[config.mk]
export PLATFORM = sky130hd
export DESIGN_NAME = multicycle_control_fsm
export DESIGN_NICKNAME = d
export VERILOG_FILES = /design/src/rtl/mips_ctrl_pkg.sv /design/src/rtl/ctrl_mem_wait_timer.sv /design/src/rtl/multicycle_control_fsm.sv
export SDC_FILE = /design/constraint.sdc
export NUM_CORES = 1
export LEC_CHECK = 0
export CORE_UTILIZATION = 35
export CTS_BUF_LIST = sky130_fd_sc_hd__clkbuf_8 sky130_fd_sc_hd__clkbuf_16
export CTS_CLUSTER_DIAMETER = 100
export DETAILED_ROUTE_END_ITERATION = 7
export RECOVER_POWER = 50
export SLEW_MARGIN = 10
export SYNTH_ARGS = -nofsm -noshare
export SYNTH_HDL_FRONTEND = slang
export SYNTH_HIERARCHICAL = 1
export SYNTH_SLANG_ARGS = --single-unit
[constraint.sdc]
create_clock -name clk -period 2.71 [get_ports clk]
set_input_delay 0.813 -clock clk [delete_from_list [all_inputs] [get_ports clk]]
set_output_delay 0.813 -clock clk [all_outputs]
set_load 0.02 [all_outputs]
[src/rtl/mips_ctrl_pkg.sv]
// Shared types and encodings for the multi-cycle MIPS control FSM.
package mips_ctrl_pkg;

  typedef enum logic [3:0] {
    S_IDLE   = 4'd0,
    S_FETCH  = 4'd1,
    S_DECODE = 4'd2,
    S_EXEC_R = 4'd3,
    S_WB_R   = 4'd4,
    S_EXEC_I = 4'd5,
    S_WB_I   = 4'd6,
    S_ADDR   = 4'd7,
    S_MEM_RD = 4'd8,
    S_WB_MEM = 4'd9,
    S_MEM_WR = 4'd10,
    S_BRANCH = 4'd11,
    S_JUMP   = 4'd12,
    S_JR     = 4'd13
  } state_e;

  localparam logic [5:0] OP_RTYPE    = 6'h00;
  localparam logic [5:0] OP_J        = 6'h02;
  localparam logic [5:0] OP_JAL      = 6'h03;
  localparam logic [5:0] OP_BEQ      = 6'h04;
  localparam logic [5:0] OP_BNE      = 6'h05;
  localparam logic [5:0] OP_ITYPE_LO = 6'h08;
  localparam logic [5:0] OP_LUI      = 6'h0f;
  localparam logic [5:0] OP_LW       = 6'h23;
  localparam logic [5:0] OP_SB       = 6'h28;
  localparam logic [5:0] OP_SH       = 6'h29;
  localparam logic [5:0] OP_SW       = 6'h2b;
  localparam logic [5:0] FN_JR       = 6'h08;

  localparam logic [1:0] SRCB_RT      = 2'b00;
  localparam logic [1:0] SRCB_FOUR    = 2'b01;
  localparam logic [1:0] SRCB_IMM     = 2'b10;
  localparam logic [1:0] SRCB_IMM_SH2 = 2'b11;

  localparam logic [1:0] ALUOP_ADD   = 2'b00;
  localparam logic [1:0] ALUOP_SUB   = 2'b01;
  localparam logic [1:0] ALUOP_FUNCT = 2'b10;
  localparam logic [1:0] ALUOP_ITYPE = 2'b11;

  localparam logic [1:0] PCSRC_ALU    = 2'b00;
  localparam logic [1:0] PCSRC_ALUOUT = 2'b01;
  localparam logic [1:0] PCSRC_JUMP   = 2'b10;
  localparam logic [1:0] PCSRC_RS     = 2'b11;

  typedef struct packed {
    logic       pc_write;
    logic       ir_write;
    logic       iord;
    logic       reg_read;
    logic       reg_write;
    logic       reg_dst;
    logic       mem_read;
    logic       mem_write;
    logic       mem_to_reg;
    logic       alu_src_a;
    logic [1:0] alu_src_b;
    logic [1:0] alu_op;
    logic       branch;
    logic       branch_ne;
    logic [1:0] pc_src;
  } ctrl_t;

endpackage

[src/rtl/ctrl_mem_wait_timer.sv]
// Counts cycles spent waiting on mem_ready and flags the abort cycle.
module ctrl_mem_wait_timer #(
  parameter int unsigned MEM_TIMEOUT = 15
) (
  input  logic clk,
  input  logic rst,
  input  logic active,
  input  logic clear,
  input  logic mem_ready,
  output logic expire_c
);

  localparam int unsigned CW = $clog2(MEM_TIMEOUT + 1);

  logic [CW-1:0] cnt_q;
  logic [CW-1:0] cnt_d;

  always_comb begin
    cnt_d = cnt_q;
    if (clear) begin
      cnt_d = '0;
    end else if (active && !mem_ready) begin
      cnt_d = cnt_q + CW'(1);
    end
  end

  always_ff @(posedge clk or posedge rst) begin
    if (rst) begin
      cnt_q <= '0;
    end else begin
      cnt_q <= cnt_d;
    end
  end

  // Abort on the MEM_TIMEOUT-th consecutive not-ready cycle; a ready that cycle wins.
  assign expire_c = active && !mem_ready && (cnt_q == CW'(MEM_TIMEOUT - 1));

endmodule

[src/rtl/multicycle_control_fsm.sv]
// Multi-cycle MIPS control FSM: sequences fetch/decode/execute/memory/writeback.
module multicycle_control_fsm
  import mips_ctrl_pkg::*;
#(
  parameter int unsigned OPC_W       = 6,
  parameter int unsigned FUNCT_W     = 6,
  parameter int unsigned CNT_W       = 32,
  parameter int unsigned MEM_TIMEOUT = 15
) (
  input  logic               clk,
  input  logic               rst,
  input  logic               run,
  input  logic               mem_ready,
  input  logic [OPC_W-1:0]   opcode,
  input  logic [FUNCT_W-1:0] funct,
  output logic               PCWrite,
  output logic               IRWrite,
  output logic               IorD,
  output logic               RegRead,
  output logic               RegWrite,
  output logic               RegDst,
  output logic               MemRead,
  output logic               MemWrite,
  output logic               MemToReg,
  output logic               ALUSrcA,
  output logic [1:0]         ALUSrcB,
  output logic [1:0]         ALUOp,
  output logic               Branch,
  output logic               BranchNe,
  output logic [1:0]         PCSrc,
  output logic [3:0]         state_o,
  output logic               instr_done,
  output logic               illegal,
  output logic               mem_timeout,
  output logic [CNT_W-1:0]   retired
);

  state_e             state_q, state_d;
  logic [OPC_W-1:0]   opc_q, opc_d;
  logic [FUNCT_W-1:0] fn_q, fn_d;
  logic [CNT_W-1:0]   retired_q, retired_d;
  logic               instr_done_q, instr_done_d;
  logic               illegal_q, illegal_d;
  logic               mem_timeout_q, mem_timeout_d;

  ctrl_t              ctrl;
  logic               retire_c;
  logic               expire_c;
  logic               wait_active_c;
  logic [OPC_W-1:0]   op;
  logic [FUNCT_W-1:0] fn;

  // IR contents are live in DECODE; later states use the copy latched there.
  assign op = (state_q == S_DECODE) ? opcode : opc_q;
  assign fn = (state_q == S_DECODE) ? funct  : fn_q;

  assign wait_active_c = (state_q == S_FETCH) || (state_q == S_MEM_RD) || (state_q == S_MEM_WR);

  ctrl_mem_wait_timer #(
    .MEM_TIMEOUT(MEM_TIMEOUT)
  ) u_wait_timer (
    .clk      (clk),
    .rst      (rst),
    .active   (wait_active_c),
    .clear    (state_d != state_q),
    .mem_ready(mem_ready),
    .expire_c (expire_c)
  );

  always_comb begin
    state_d       = state_q;
    opc_d         = opc_q;
    fn_d          = fn_q;
    ctrl          = '0;
    retire_c      = 1'b0;
    illegal_d     = 1'b0;
    mem_timeout_d = expire_c;

    unique case (state_q)
      S_IDLE: begin
        if (run) state_d = S_FETCH;
      end
      S_FETCH: begin
        ctrl.mem_read  = 1'b1;
        ctrl.alu_src_b = SRCB_FOUR;
        ctrl.alu_op    = ALUOP_ADD;
        if (mem_ready) begin
          ctrl.ir_write = 1'b1;
          ctrl.pc_write = 1'b1;
          state_d       = S_DECODE;
        end else if (expire_c) begin
          state_d = S_IDLE;
        end
      end
      S_DECODE: begin
        ctrl.reg_read  = (op != OPC_W'(OP_LUI));
        ctrl.alu_src_b = SRCB_IMM_SH2;
        ctrl.alu_op    = ALUOP_ADD;
        opc_d          = opcode;
        fn_d           = funct;
        if (op == OPC_W'(OP_RTYPE)) begin
          state_d = (fn == FUNCT_W'(FN_JR)) ? S_JR : S_EXEC_R;
        end else if (op == OPC_W'(OP_LW) || op == OPC_W'(OP_SB) ||
                     op == OPC_W'(OP_SH) || op == OPC_W'(OP_SW)) begin
          state_d = S_ADDR;
        end else if (op == OPC_W'(OP_BEQ) || op == OPC_W'(OP_BNE)) begin
          state_d = S_BRANCH;
        end else if (op == OPC_W'(OP_J) || op == OPC_W'(OP_JAL)) begin
          state_d = S_JUMP;
        end else if (op >= OPC_W'(OP_ITYPE_LO) && op <= OPC_W'(OP_LUI)) begin
          state_d = S_EXEC_I;
        end else begin
          illegal_d = 1'b1;
          state_d   = run ? S_FETCH : S_IDLE;
        end
      end
      S_EXEC_R: begin
        ctrl.alu_src_a = 1'b1;
        ctrl.alu_src_b = SRCB_RT;
        ctrl.alu_op    = ALUOP_FUNCT;
        state_d        = S_WB_R;
      end
      S_WB_R: begin
        ctrl.reg_write = 1'b1;
        ctrl.reg_dst   = 1'b1;
        retire_c       = 1'b1;
      end
      S_EXEC_I: begin
        ctrl.alu_src_a = 1'b1;
        ctrl.alu_src_b = SRCB_IMM;
        ctrl.alu_op    = ALUOP_ITYPE;
        state_d        = S_WB_I;
      end
      S_WB_I: begin
        ctrl.reg_write = 1'b1;
        retire_c       = 1'b1;
      end
      S_ADDR: begin
        ctrl.alu_src_a = 1'b1;
        ctrl.alu_src_b = SRCB_IMM;
        ctrl.alu_op    = ALUOP_ADD;
        state_d        = (op == OPC_W'(OP_LW)) ? S_MEM_RD : S_MEM_WR;
      end
      S_MEM_RD: begin
        ctrl.mem_read = 1'b1;
        ctrl.iord     = 1'b1;
        if (mem_ready)     state_d = S_WB_MEM;
        else if (expire_c) state_d = S_IDLE;
      end
      S_WB_MEM: begin
        ctrl.reg_write  = 1'b1;
        ctrl.mem_to_reg = 1'b1;
        retire_c        = 1'b1;
      end
      S_MEM_WR: begin
        ctrl.mem_write = 1'b1;
        ctrl.iord      = 1'b1;
        if (mem_ready)     retire_c = 1'b1;
        else if (expire_c) state_d  = S_IDLE;
      end
      S_BRANCH: begin
        ctrl.alu_src_a = 1'b1;
        ctrl.alu_src_b = SRCB_RT;
        ctrl.alu_op    = ALUOP_SUB;
        ctrl.pc_src    = PCSRC_ALUOUT;
        ctrl.branch    = (op == OPC_W'(OP_BEQ));
        ctrl.branch_ne = (op == OPC_W'(OP_BNE));
        retire_c       = 1'b1;
      end
      S_JUMP: begin
        ctrl.pc_write  = 1'b1;
        ctrl.pc_src    = PCSRC_JUMP;
        ctrl.reg_write = (op == OPC_W'(OP_JAL));
        retire_c       = 1'b1;
      end
      S_JR: begin
        ctrl.reg_read = 1'b1;
        ctrl.pc_write = 1'b1;
        ctrl.pc_src   = PCSRC_RS;
        retire_c      = 1'b1;
      end
      default: begin
        ctrl.pc_src = PCSRC_ALU;
        state_d     = S_IDLE;
      end
    endcase

    if (retire_c) state_d = run ? S_FETCH : S_IDLE;

    instr_done_d = retire_c;
    retired_d    = retired_q + CNT_W'(retire_c);
  end

  always_ff @(posedge clk or posedge rst) begin
    if (rst) begin
      state_q       <= S_IDLE;
      opc_q         <= '0;
      fn_q          <= '0;
      retired_q     <= '0;
      instr_done_q  <= 1'b0;
      illegal_q     <= 1'b0;
      mem_timeout_q <= 1'b0;
    end else begin
      state_q       <= state_d;
      opc_q         <= opc_d;
      fn_q          <= fn_d;
      retired_q     <= retired_d;
      instr_done_q  <= instr_done_d;
      illegal_q     <= illegal_d;
      mem_timeout_q <= mem_timeout_d;
    end
  end

  assign PCWrite     = ctrl.pc_write;
  assign IRWrite     = ctrl.ir_write;
  assign IorD        = ctrl.iord;
  assign RegRead     = ctrl.reg_read;
  assign RegWrite    = ctrl.reg_write;
  assign RegDst      = ctrl.reg_dst;
  assign MemRead     = ctrl.mem_read;
  assign MemWrite    = ctrl.mem_write;
  assign MemToReg    = ctrl.mem_to_reg;
  assign ALUSrcA     = ctrl.alu_src_a;
  assign ALUSrcB     = ctrl.alu_src_b;
  assign ALUOp       = ctrl.alu_op;
  assign Branch      = ctrl.branch;
  assign BranchNe    = ctrl.branch_ne;
  assign PCSrc       = ctrl.pc_src;
  assign state_o     = state_q;
  assign instr_done  = instr_done_q;
  assign illegal     = illegal_q;
  assign mem_timeout = mem_timeout_q;
  assign retired     = retired_q;

endmodule

==> reports/results.tsv, run 1 <==
stage	metric	value	unit
route	vias	2870	
route	wl_per_cell	13.9	um
status	violations	setup timing	
clock_tree	cts-buffers-inserted	5	
clock_tree	clk_latency	300	ps
global_route	grt_pass1_wl	12900	um
pwr	swShare	0.404	
logic_synthesis	syn_area	2900	um2
global_route	grt_pass1_vias	2714	
clock_tree	cts_tree	built	
placement	post-place-ws	-691	ps
clock_tree	h-tree-depth	2	
sta	fin_skew	9.24	ps
placement	place.gp.congestion	0.826	
logic_synthesis	synthTopCellsByCount	49 x dfrtp_1, 39 x nor2_1, 36 x nand2_1	
sta	rsz0062_at_grt	true	
flow_run	max_cap_violations	0	
logic_synthesis	netlist_top_cells_area	dfrtp_1 42%, xnor2_1 6.9%, nor2_1 5.0%, nand2_1 4.7%, xor2_1 2.7%	
pwr	seq_power_share	0.243	
route	drt-pass1-iter-count	5	
min_path	hold_class	flop to flop	
logic_synthesis	synth_top_family_by_area	simple AND/OR/NAND/NOR gates	
sta	fin_ws	-135	ps
floorplan	ios	73	
finish	insertedDiodeCount	0	
route	wirelength	7850	um
global_route	grt_overflow_total	0	
setup_path	worstSetupPathType	flop to primary output	
sta	timing.final.hold_violations	0	
finish	stdcell_count	565	
global_route	antenna_found_initial	0	
pwr	p_sw	1.70	mW
placement	hpwl	5660	um
sta	final_max_slew_viol_count	0	
pwr	cellPowerDensity	910	nW/um2
placement	dpl.cell_count	533	
logic_synthesis	avgSynthCellArea	9.03	um2
logic_synthesis	yosys-mux-area-fraction	0.0324	
floorplan	core	7890	um2
floorplan	die_y	93.0	um
setup_path	endpoint_kind	primary output	
sta	min_period	2840	ps
clock_tree	clock-sinks	49	
logic_synthesis	synth_cell_types	57	
logic_synthesis	synth_seq_cells	49	
sta	worstMarginPinSlew	589	ps
floorplan	die_area	8650	um2
sta	max_freq	0.352	GHz
finish	drive_gt1_frac	0.322	
logic_synthesis	async_flop_share	1.00	
route	drt_iter0_drc	122	
pwr	peakVddDrop	0.542	mV
pwr	combPwrFrac	0.627	
route	drc	0	
global_route	track_usage	0.187	
logic_synthesis	synth_adder_area_share	0.0173	
floorplan	rows	32	
sta	setup_viol	6	
setup_path	worstPathRequired	1900	ps
logic_synthesis	yosysMostFrequentCell	dfrtp_1	
pwr	p_leak	2.12	nW
logic_synthesis	synth_top_area_share	0.423	
route	vias_per_cell	5.08	
setup_path	cp_max_fo	4	
floorplan	initial_utilization	0.368	
logic_synthesis	synthCells	321	
sta	period_share	1.05	
logic_synthesis	yosysTopAreaCell	dfrtp_1	
global_route	grt_max_degree	46	
logic_synthesis	synth_xor_area_frac	0.0967	
pwr	pwr-share-clk	0.130	
logic_synthesis	yosys.area_share.simple	0.268	
sta	slew_headroom	0.607	
setup_path	cp.arrival	2030	ps
clock_tree	cts_max_path_buffers	2	
setup_path	cp-start-kind	flop	
placement	place.port_buffers	72	
clock_tree	clkTransAtPathRegs	90	ps
route	ant_nets	0	
logic_synthesis	synthFlopType	dfrtp_1	
floorplan	die_w	93.0	um
logic_synthesis	yosysWarningCount	6	
logic_synthesis	synth_edf_count	0	
logic_synthesis	synth-seq-area-share	0.423	
finish	area_growth_syn_to_layout	59.2	%
clock_tree	holdBufCountCts	0	
pwr	power.internal	2.50	mW
logic_synthesis	synth_compound_area_frac	0.116	
clock_tree	clock_tree.root_cell	clkbuf_8	
finish	nNetsFinal	482	
logic_synthesis	synth_fp_nets	341	
status	status	finished with violations	
==> final cells by class <==
cell class	instances	area (um2)
Fill cell	692	3270
Multi-Input combinational cell	241	1770
Timing Repair Buffer	150	1320
Sequential cell	49	1230
Tap cell	102	128
Clock buffer	6	82.6
Inverter	15	56.3
Clock inverter	2	37.5
==> final timing paths <==
kind                              from                    end  slack, ps  cells after the start
max                         state_o[3]               BranchNe       -130                      8
min                        retired[31]            retired[31]        490                      1
max reg2reg                 state_o[3]  u_wait_timer/cnt_q[3]       -120                     13
min reg2reg                retired[31]            retired[31]        490                      1
max in group asynchronous          rst             state_o[3]       1160                      3
min in group asynchronous          rst  u_wait_timer/cnt_q[1]        860                      2
==> what timing repair did <==
item	CTS	global route
setup endpoints to repair	43	26
pin swaps	16	23
gates resized for setup	61	51
buffers inserted	14	12
hold endpoints to repair	0	0
==> cell families after synthesis <==
family                     Yosys count
xor gates and xnor gates            32
adders and majority gates            4
AOI/OAI and AO/OA                   48
and+or+nand+nor                    148
muxes                                9
DFF                                 49
buffers and inverters               31
==> sequential cells by signal (all words and copies together) (netlist names) <==
signal	flops
opc_q	6
retired	32
illegal	1
mem_timeout	1
instr_done	1
u_wait_timer/cnt_q	4
state_o	4
==> stage by stage <==
step                      total power, mW  TNS [ps]  hold WS (ps)  instance area, um2  utilization
after floorplan                      2.24      -477           509                2970            -
after global placement               3.17    -15110           459                4140        0.525
after detailed placement             3.18    -16860           462                4140        0.525
after CTS                            3.89      -229           475                4390        0.556
after global routing                 4.47     -1590           519                4620        0.585
final                                4.20      -496           486                4620        0.585
==> cells in the final DEF, fill, tap and decap left out, types with 10 or more instances in the layout <==
cell             count
inv_1               13
nand3_1             10
buf_6               12
dlygate4sd2_1       18
xnor2_1             23
nor2_2              10
nand2_1             34
buf_4               66
o21ai_0             12
dfrtp_1             47
nor2_1              29
clkdlybuf4s50_1     42
==> power groups by stage <==
stage	combinational (mW)	sequential, mW	clock (mW)
after global routing	2.84	1.04	0.590
after CTS	2.31	1.02	0.563
after floorplan	1.14	1.09	0
final	2.63	1.02	0.545
after global placement	2.13	1.04	0
after detailed placement	2.13	1.05	0
==> per-layer routing <==
metal | part of all wire | vias up | track usage | wire, um
li1 | - | 1390 | - | -
met1 | 0.45 | 1366 | 0.240 | 3570
met2 | 0.48 | 102 | 0.322 | 3790
met3 | 0.046 | 12 | 0.0301 | 361
met4 | 0.016 | 0 | 0.0551 | 129
met5 | 0 | - | 0 | 0
==> worst max-delay path, cell delays in order (launching register included) <==
cell and delay, ps:
dfrtp_2 460, buf_6 140, nor4b_4 400, mux2i_2 120
buf_4 150, a21oi_4 130, nand2_2 90, nor2_2 120
buf_6 120
No activity file was read; power rests on OpenSTA's default activity.
==> run 2, diff against run 1 <==
--- a/config.mk
+++ b/config.mk
@@ -9,6 +9,7 @@
 export CTS_BUF_LIST = sky130_fd_sc_hd__clkbuf_8 sky130_fd_sc_hd__clkbuf_16
 export CTS_CLUSTER_DIAMETER = 100
 export DETAILED_ROUTE_END_ITERATION = 7
+export HOLD_SLACK_MARGIN = 0.05
 export RECOVER_POWER = 50
 export SLEW_MARGIN = 10
 export SYNTH_ARGS = -nofsm -noshare
==> results of run 2 <==
Same layout as run 1: the final DEF is identical, and so are final timing and power.
==> run 3, diff against run 2 <==
--- a/config.mk
+++ b/config.mk
@@ -10,6 +10,7 @@
 export CTS_CLUSTER_DIAMETER = 100
 export DETAILED_ROUTE_END_ITERATION = 7
 export HOLD_SLACK_MARGIN = 0.05
+export MAX_ROUTING_LAYER = met4
 export RECOVER_POWER = 50
 export SLEW_MARGIN = 10
 export SYNTH_ARGS = -nofsm -noshare
==> constraint.sdc (replaced) <==
create_clock -name clk -period 3.4 [get_ports clk]
set_input_delay 1.02 -clock clk [delete_from_list [all_inputs] [get_ports clk]]
set_output_delay 1.02 -clock clk [all_outputs]
set_load 0.02 [all_outputs]
==> run 3 against run 2 <==
Net effect:
- the run now ends clean
- first-iteration DRC count is 57% lower
- final area is 12% lower
- critical path depth fell by 3
- non-clock buffer count fell by 40
- clock-buffer cell count unchanged
- via count shrank 10%
- setup slack improved by 220 ps
- largest cell class unchanged
==> reports/results.tsv, run 3 (synthesis results as in run 1) <==
stage	metric	value	unit
status	status	complete, no violations	
floorplan	rows	32	
sta	final_max_slew_viol_count	0	
flow_run	max_cap_violations	0	
sta	setup_viol	0	
setup_path	slowest_delay	490	ps
setup_path	path_delay_family	buffers and inverters	
clock_tree	cts-buffers-inserted	5	
finish	insertedDiodeCount	0	
min_path	hold_class	flop to flop	
sta	timing.final.hold_violations	0	
finish	nNetsFinal	442	
pwr	p_leak	1.82	nW
clock_tree	clkTransAtPathRegs	90	ps
finish	largest_reg_flops	32	
placement	hpwl	5110	um
finish	stdcell_count	525	
pwr	cellPowerDensity	679	nW/um2
placement	placed_area	3950	um2
clock_tree	cts_tree	built	
route	ant_nets	0	
finish	postLayoutCoreUtil	0.517	
sta	fin_skew	10.3	ps
clock_tree	clock_tree.root_cell	clkbuf_8	
floorplan	core	7890	um2
setup_path	cp.arrival	2300	ps
sta	fin_ws	81.7	ps
route	drc	0	
setup_path	cp-start-kind	input pin	
finish	regArea	1230	um2
clock_tree	h-tree-depth	2	
route	wl_per_cell	12.9	um
global_route	grt_overflow_total	0	
placement	place.port_buffers	72	
floorplan	die_y	93.0	um
setup_path	worstPathRequired	2380	ps
finish	drive_gt1_frac	0.163	
floorplan	die_area	8650	um2
route	drt-pass1-iter-count	4	
setup_path	worstSetupPathType	input pin to primary output	
clock_tree	cts_setup_buffers	0	
finish	area_growth_syn_to_layout	40.7	%
sta	min_period	3320	ps
pwr	peakVddDrop	0.475	mV
sta	slew_headroom	0.256	
global_route	antenna_found_initial	0	
setup_path	rr_startpoint	state_o[3]	
finish	multi_input_area	1560	um2
route	vias_per_cell	4.90	
global_route	grt_pass1_vias	2412	
finish	fillers	766	
min_path	hold_path.startpoint	retired[31]	
clock_tree	holdBufCountCts	0	
setup_path	slowest_stage	clkdlybuf4s50_1	
placement	place.gp.congestion	0.846	
finish	final_area	4080	um2
setup_path	startpoint	mem_ready	
finish	final_common_cell	dfrtp_1	
setup_path	crit_buf_inv	3	
global_route	track_usage	0.171	
sta	max_freq	0.301	GHz
clock_tree	clock-sinks	49	
setup_path	cp_max_fo	2	
placement	dpl.cell_count	517	
placement	post-place-ws	-279	ps
global_route	grt_pass1_wl	11600	um
setup_path	path_cells	clkdlybuf4s50_1 > inv_1 > nor4_2 > or2_2 > dlygate4sd2_1	
sta	rsz0062_at_grt	false	
route	drt_iter0_drc	52	
floorplan	die_w	93.0	um
sta	period_share	0.976	
route	vias	2573	
floorplan	initial_utilization	0.368	
setup_path	endpoint_kind	primary output	
finish	mostFrequentLayoutCells	49 x dfrtp_1, 48 x clkdlybuf4s50_1, 38 x nor2_1, 36 x nand2_1, 36 x buf_4	
floorplan	ios	73	
clock_tree	clk_latency	300	ps
clock_tree	cts_max_path_buffers	2	
sta	worstMarginPinSlew	1120	ps
global_route	grt_max_degree	46	
route	wirelength	6770	um
==> run 3: final cells by class <==
| cell class | instances | area share |
|---|---|---|
| Tap cell | 102 | 0.0313 |
| Clock inverter | 2 | 0.00920 |
| Timing Repair Buffer | 110 | 0.242 |
| Clock buffer | 6 | 0.0202 |
| Multi-Input combinational cell | 241 | 0.383 |
| Sequential cell | 49 | 0.301 |
| Inverter | 15 | 0.0138 |
==> run 3: worst paths after layout <==
kind	to	slack [ps]	cells past startpoint
setup / recovery	PCWrite	80	5
hold / removal	retired[31]	470	1
setup reg to reg	u_wait_timer/cnt_q[3]	490	14
hold reg to reg	retired[31]	470	1
max in group asynchronous	retired[1]	1180	3
min in group asynchronous	u_wait_timer/cnt_q[3]	1070	2
==> run 3: repair_timing <==
action                                  CTS  global route
resized for setup                         9             8
hold endpoints to repair                  0             0
endpoints found under the setup margin    5            10
==> run 3: where the power goes <==
part / switching [mW] / total (mW) / internal (mW)
Clock: 0.192 / 0.431 / 0.239
Combinational: 0.829 / 1.53 / 0.700
Sequential: 0.120 / 0.809 / 0.689
==> run 3: per-layer routing <==
layer,share of wire,track usage,up-vias
li1,-,-,1301
met1,0.50,0.244,1194
met2,0.45,0.259,74
met3,0.040,0.0211,4
met4,0.010,0.0423,0
met5,0,-,-
==> run 3: through the flow <==
stage	setup TNS, ps	hold slack [ps]	total power [mW]
2_1_floorplan	0	509	1.76
3_3_place_gp	-2720	470	2.35
3_5_place_dp	-3610	469	2.36
4_1_cts	0	483	2.80
5_1_grt	0	500	2.98
6_report	0	467	2.77
==> RTL edit 1: new RTL, config.mk and constraints of run 2 <==
`MEM_TIMEOUT` is set to 15 in 2 places; all go to 30.
--- a/src/rtl/ctrl_mem_wait_timer.sv
+++ b/src/rtl/ctrl_mem_wait_timer.sv
@@ -1,5 +1,5 @@
 // Counts cycles spent waiting on mem_ready and flags the abort cycle.
 module ctrl_mem_wait_timer #(
-  parameter int unsigned MEM_TIMEOUT = 15
+  parameter int unsigned MEM_TIMEOUT = 30
 ) (
   input  logic clk,
--- a/src/rtl/multicycle_control_fsm.sv
+++ b/src/rtl/multicycle_control_fsm.sv
@@ -6,5 +6,5 @@
   parameter int unsigned FUNCT_W     = 6,
   parameter int unsigned CNT_W       = 32,
-  parameter int unsigned MEM_TIMEOUT = 15
+  parameter int unsigned MEM_TIMEOUT = 30
 ) (
   input  logic               clk,
Check against the original RTL: same outputs for any inputs over 10 cycles, from zero or initial values and one cycle with rst high; that may be too few to reach the edited logic, so the function may still have changed.
==> RTL edit 1 against run 2 <==
  * The flow still finishes with violations (negative setup slack)
  * Wire length fell by 5.4%
  * Area after synthesis grew 1.9%
  * Power decreased by 2.2%
  * Via count decreased by 2.0%
  * Non-clock buffer count stayed put
  * Cell area fell by 0.11%
  * Sequential cell count increased by 1
  * Combinational power down 7.6%
  * Sequential share of layout area increased by 0.60 points
  * Worst setup slack better by 0.077 ns
  * Largest power group unchanged
==> RTL edit 1: results (changes against run 2) <==
max_slew headroom=0.2591 (-0.3480); leakage=2.113 nW (-0.21%); Total GRT Usage=0.1793 (-0.007299); WL/cell=12.91 µm (-7.1%); CTS resizes=63 (+3.3%); status=finished, violations left; Final nets=489 (+1.5%); Max stage delay cell, worst path=or4b_4; met1 wire length=3501 µm (-2.0%); failing checks=negative setup slack; # port buffers=72 (unchanged); TNS Setup=-0.1869 ns (+0.3094 ns); Setup-failing EPs final=4 (-2); RR Startpoint=state_o[0]$_DFF_PP0_; met2 WL=3510 µm (-7.3%); Distinct cells, synth=56 (-1.8%); CP max FO=6 (+2); worst vdd ir=0.5660 mV (+4.5%); sequential cell area fraction in the yosys report=0.4235 (+0.0005886); post-placement cell area=4238 µm² (+2.3%); Sw Ratio=0.3980 (-0.006004); Worst EP arrival=1.95 ns (-0.08 ns); Clk network pwr share=0.155 (+0.025); clock skew=0.005158 ns (-0.004078 ns); FF-to-FF setup slack=-0.01 ns (+0.11 ns); worst r2r path cells=15 (+2); First-pass DRT Iterations=4 (-1); Initial DRC Count=72 (-41%); mux share of post-synthesis cell area=0.03558 (+0.003209); number of setup buffers added after CTS=8 (-6); layout cells sized above 1=0.3170 (-0.004793); adder-cell share of the synthesized area=0.01694 (-0.0003217); commonest cells in the synthesized netlist=dfrtp_1 (50), nor2_1 (41), nand2_1 (37); number of global-route vias before repair=2673 (-1.5%); vias=2812 (-2.0%); Comb group=2.43 mW (-7.6%); met3 WL post-DR=294 µm (-19%); pin count of the biggest net entering global routing=46 (unchanged); largest cells by area after synthesis=dfrtp_1 (42%), xnor2_1 (6.8%), nor2_1 (5.2%); Worst-path clk slew=0.09 ns (about the same); fraction of registers with async set/reset=1.000 (unchanged); detailed-placement wirelength estimate=5606 µm (-0.96%); final worst setup slack=-0.05720 ns (+0.07747 ns); RD Place Congestion=0.8727 (+5.7%); global-route wire length before repair=12480 µm (-3.5%); Post-Synth XOR/XNOR Area=0.09488 (-0.001802); crit path capture=Branch; Compound-Gate Fraction of Synth Area=0.1139 (-0.002164); slowest stage delay, CP=0.59 ns (+0.13 ns); critical path's top delay family=simple AND/OR/NAND/NOR gates
[RTL edit 1: area by class of cell]
type | instances | area [µm²] | area share
multi-input combinational | 247 | 1760 | 0.3818
clock buffer | 6 | 82.58 | 0.01791
clock inverter | 2 | 60.06 | 0.01303
sequential | 50 | 1255 | 0.2722
timing repair buffer | 150 | 1265 | 0.2744
tap | 105 | 131.4 | 0.02849
inverter | 15 | 56.30 | 0.01221
[RTL edit 1: metrics by stage]
step	instances	power, mW	hold WS [ns]	worst slack [ns]
2_1_floorplan	328	2.284	0.5089	-0.04548
3_3_place_gp	550	3.240	0.4531	-0.6429
3_5_place_dp	550	3.254	0.4610	-0.6679
4_1_cts	566	3.946	0.4740	-0.07454
5_1_grt	575	4.375	0.5135	-0.1409
6_report	575	4.106	0.4677	-0.05720
[RTL edit 1: routing by layer]
layer  GRT usage  vias to the layer above
met5           0                        -
met2      0.2932                       78
met3     0.02184                       10
met1      0.2456                     1323
li1            -                     1401
met4     0.05769                        0
==> RTL edit 2: new RTL, config.mk and constraints of run 2 <==
Without the edit above. Put one more register stage on the output `retired`, with the module's reset. The value now appears one clock later. The other outputs are not delayed to match.
--- a/src/rtl/multicycle_control_fsm.sv
+++ b/src/rtl/multicycle_control_fsm.sv
@@ -231,5 +231,11 @@
   assign illegal     = illegal_q;
   assign mem_timeout = mem_timeout_q;
-  assign retired     = retired_q;
+  always_ff @(posedge clk or posedge rst) begin
+    if (rst) begin
+      retired <= '0;
+    end else begin
+      retired <= retired_q;
+    end
+  end
 
 endmodule
Formal check against the unedited RTL: not equivalent (a bounded check fails within 10 cycles, from zero or initial values and one cycle with rst high).
==> RTL edit 2 against run 2 <==
  * The run still ends with negative setup slack left
  * Area after synthesis rose by 23%
  * Count of clock-buffer cells in the layout is 3 higher
  * Clock power up 63%
  * Wire length increased by 0.59%
  * Cell area is 12% higher
  * Power is 4.5% lower
  * Sequential cell count is 32 higher
  * First-iteration DRC count down 17%
  * Sequential power is 48% higher
  * Fmax down 1.9%
  * Worst setup slack lost 0.056 ns
==> RTL edit 2: results (changes against run 2) <==
mux share of post-synthesis cell area=0.009094 (-0.02328); slowest stage delay, CP=0.43 ns (-0.03 ns); CTS root buffer=clkbuf_8; Fillers=934 (+35%); crit path capture=RegWrite; final worst setup slack=-0.1904 ns (-0.05569 ns); # port buffers=72 (unchanged); FF-to-FF setup slack=-0.13 ns; TNS Setup=-0.6791 ns (-0.1829 ns); fraction of registers with async set/reset=1.000 (unchanged); worst r2r path cells=13 (unchanged); Compound-Gate Fraction of Synth Area=0.08290 (-0.03320); leakage=2.409 nW (+14%); detailed-placement wirelength estimate=5530 µm (-2.3%); Setup WS pre-CTS=-0.8999 ns (-0.2086 ns); met2 usage=0.2569 (-0.06538); hold path startpoint=retired_q[1]$_DFF_PP0_; Hold Crit Endpoint=retired[1]$_DFF_PP0_; worst vdd ir=0.3923 mV (-28%); commonest cells in the synthesized netlist=dfrtp_1 (81), nand2_1 (37), nor2_1 (27); Total GRT Usage=0.1621 (-0.02454); met1 Track Usage GR=0.2172 (-0.02235); RD Place Congestion=0.9255 (+12%); RR Startpoint=state_o[3]$_DFF_PP0_; H-Tree Depth=3 (+1); Distinct cells, synth=57 (unchanged); number of setup buffers added after CTS=10 (-4); switching power=1.426 mW (-16%); post-placement cell area=4767 µm² (+15%); CTS resizes=65 (+6.6%); Worst Hold Depth=0 (-1); initial antenna violation count=0 (unchanged); cts bufs inserted=9 (+4); layout cells sized above 1=0.2468 (-0.07506); WL/cell=13.27 µm (-4.5%); Setup-failing EPs final=7 (+1); Critical R2R Capture=u_wait_timer/cnt_q[3]$_DFFE_PP0P_; sequential cell area fraction in the yosys report=0.5666 (+0.1437); clock latency on the worst-skew pair=0.35 ns (+0.05 ns); Worst EP arrival=2.09 ns (+0.06 ns); Initial DRC Count=101 (-17%); number of global-route vias before repair=2858 (+5.3%); clock skew=0.007987 ns (-0.001249 ns); met3 Use GR=0.04203 (+0.01195); syn_nets=351 (+2.9%); vias=2905 (+1.2%); Post-Synth XOR/XNOR Area=0.08325 (-0.01343); pin count of the biggest net entering global routing=50 (+8.7%); largest cells by area after synthesis=dfrtp_1 (57%), xnor2_1 (5.9%), nand2_1 (3.9%); CP max FO=3 (-1); Crit. Startpoint=state_o[2]$_DFF_PP0_; Max stage delay cell, worst path=dfrtp_1; Worst-path clk slew=0.09 ns (about the same); adder-cell share of the synthesized area=0.01399 (-0.003273); global-route wire length before repair=13250 µm (+2.4%); status=finished, violations left; failing checks=negative setup slack; antenna cells=0 (unchanged); Slew @ Worst Pin=1.009 ns (+0.4196 ns); Final nets=477 (-1.0%)
-- RTL edit 2: power by group through the flow --
stage	clock network (mW)	logic, mW	registers, mW
after floorplan	0	0.731	1.58
after global placement	0	1.41	1.52
after detailed placement	0	1.42	1.52
after CTS	0.913	1.53	1.50
after global routing	0.975	1.74	1.53
final	0.890	1.61	1.51
-- RTL edit 2: layout make-up --
| cell class | count | area [µm²] | share of cell area |
|---|---|---|---|
| Multi-Input combinational cell | 225 | 1551 | 0.3004 |
| Sequential cell | 81 | 2031 | 0.3932 |
| Inverter | 10 | 42.54 | 0.008236 |
| Tap cell | 133 | 166.4 | 0.03222 |
| Clock buffer | 9 | 123.9 | 0.02398 |
| Timing Repair Buffer | 130 | 1171 | 0.2267 |
| Clock inverter | 7 | 78.83 | 0.01526 |
-- RTL edit 2: kinds of logic after synthesis --
logic type / after synthesis
compound gates: 47
xor+xnor: 34
fa+ha+maj: 4
buf+inv: 25
flops: 81
mux: 3
simple gates: 137
-- RTL edit 2: worst register-to-register path: stages (launching register included) --
cell and delay, ns:
dfrtp_2 0.46, buf_6 0.14, nand2b_4 0.13, o21a_1 0.18, nor2_2 0.13, nor2b_4 0.15
and4_4 0.24, nor2b_4 0.14, o22ai_1 0.08, a222oi_1 0.35, o21ai_1 0.15, o2111ai_2 0.26
nor2_1 0.07, mux2_4 0.27
-- RTL edit 2: metal layers --
metal  vias to the layer above  part of all wire
li1                       1401                 -
met1                      1413              0.46
met2                        83              0.47
met3                         8             0.052
met4                         0            0.0096
met5                         -                 0
-- RTL edit 2: through the flow --
stage | instances | util | hold slack [ns]
floorplan | 331 | - | 0.3597
global placement | 565 | 0.4855 | 0.3877
detailed placement | 565 | 0.4855 | 0.4009
CTS | 591 | 0.5185 | 0.4168
global route | 595 | 0.5260 | 0.4339
finish | 595 | 0.5260 | 0.4169
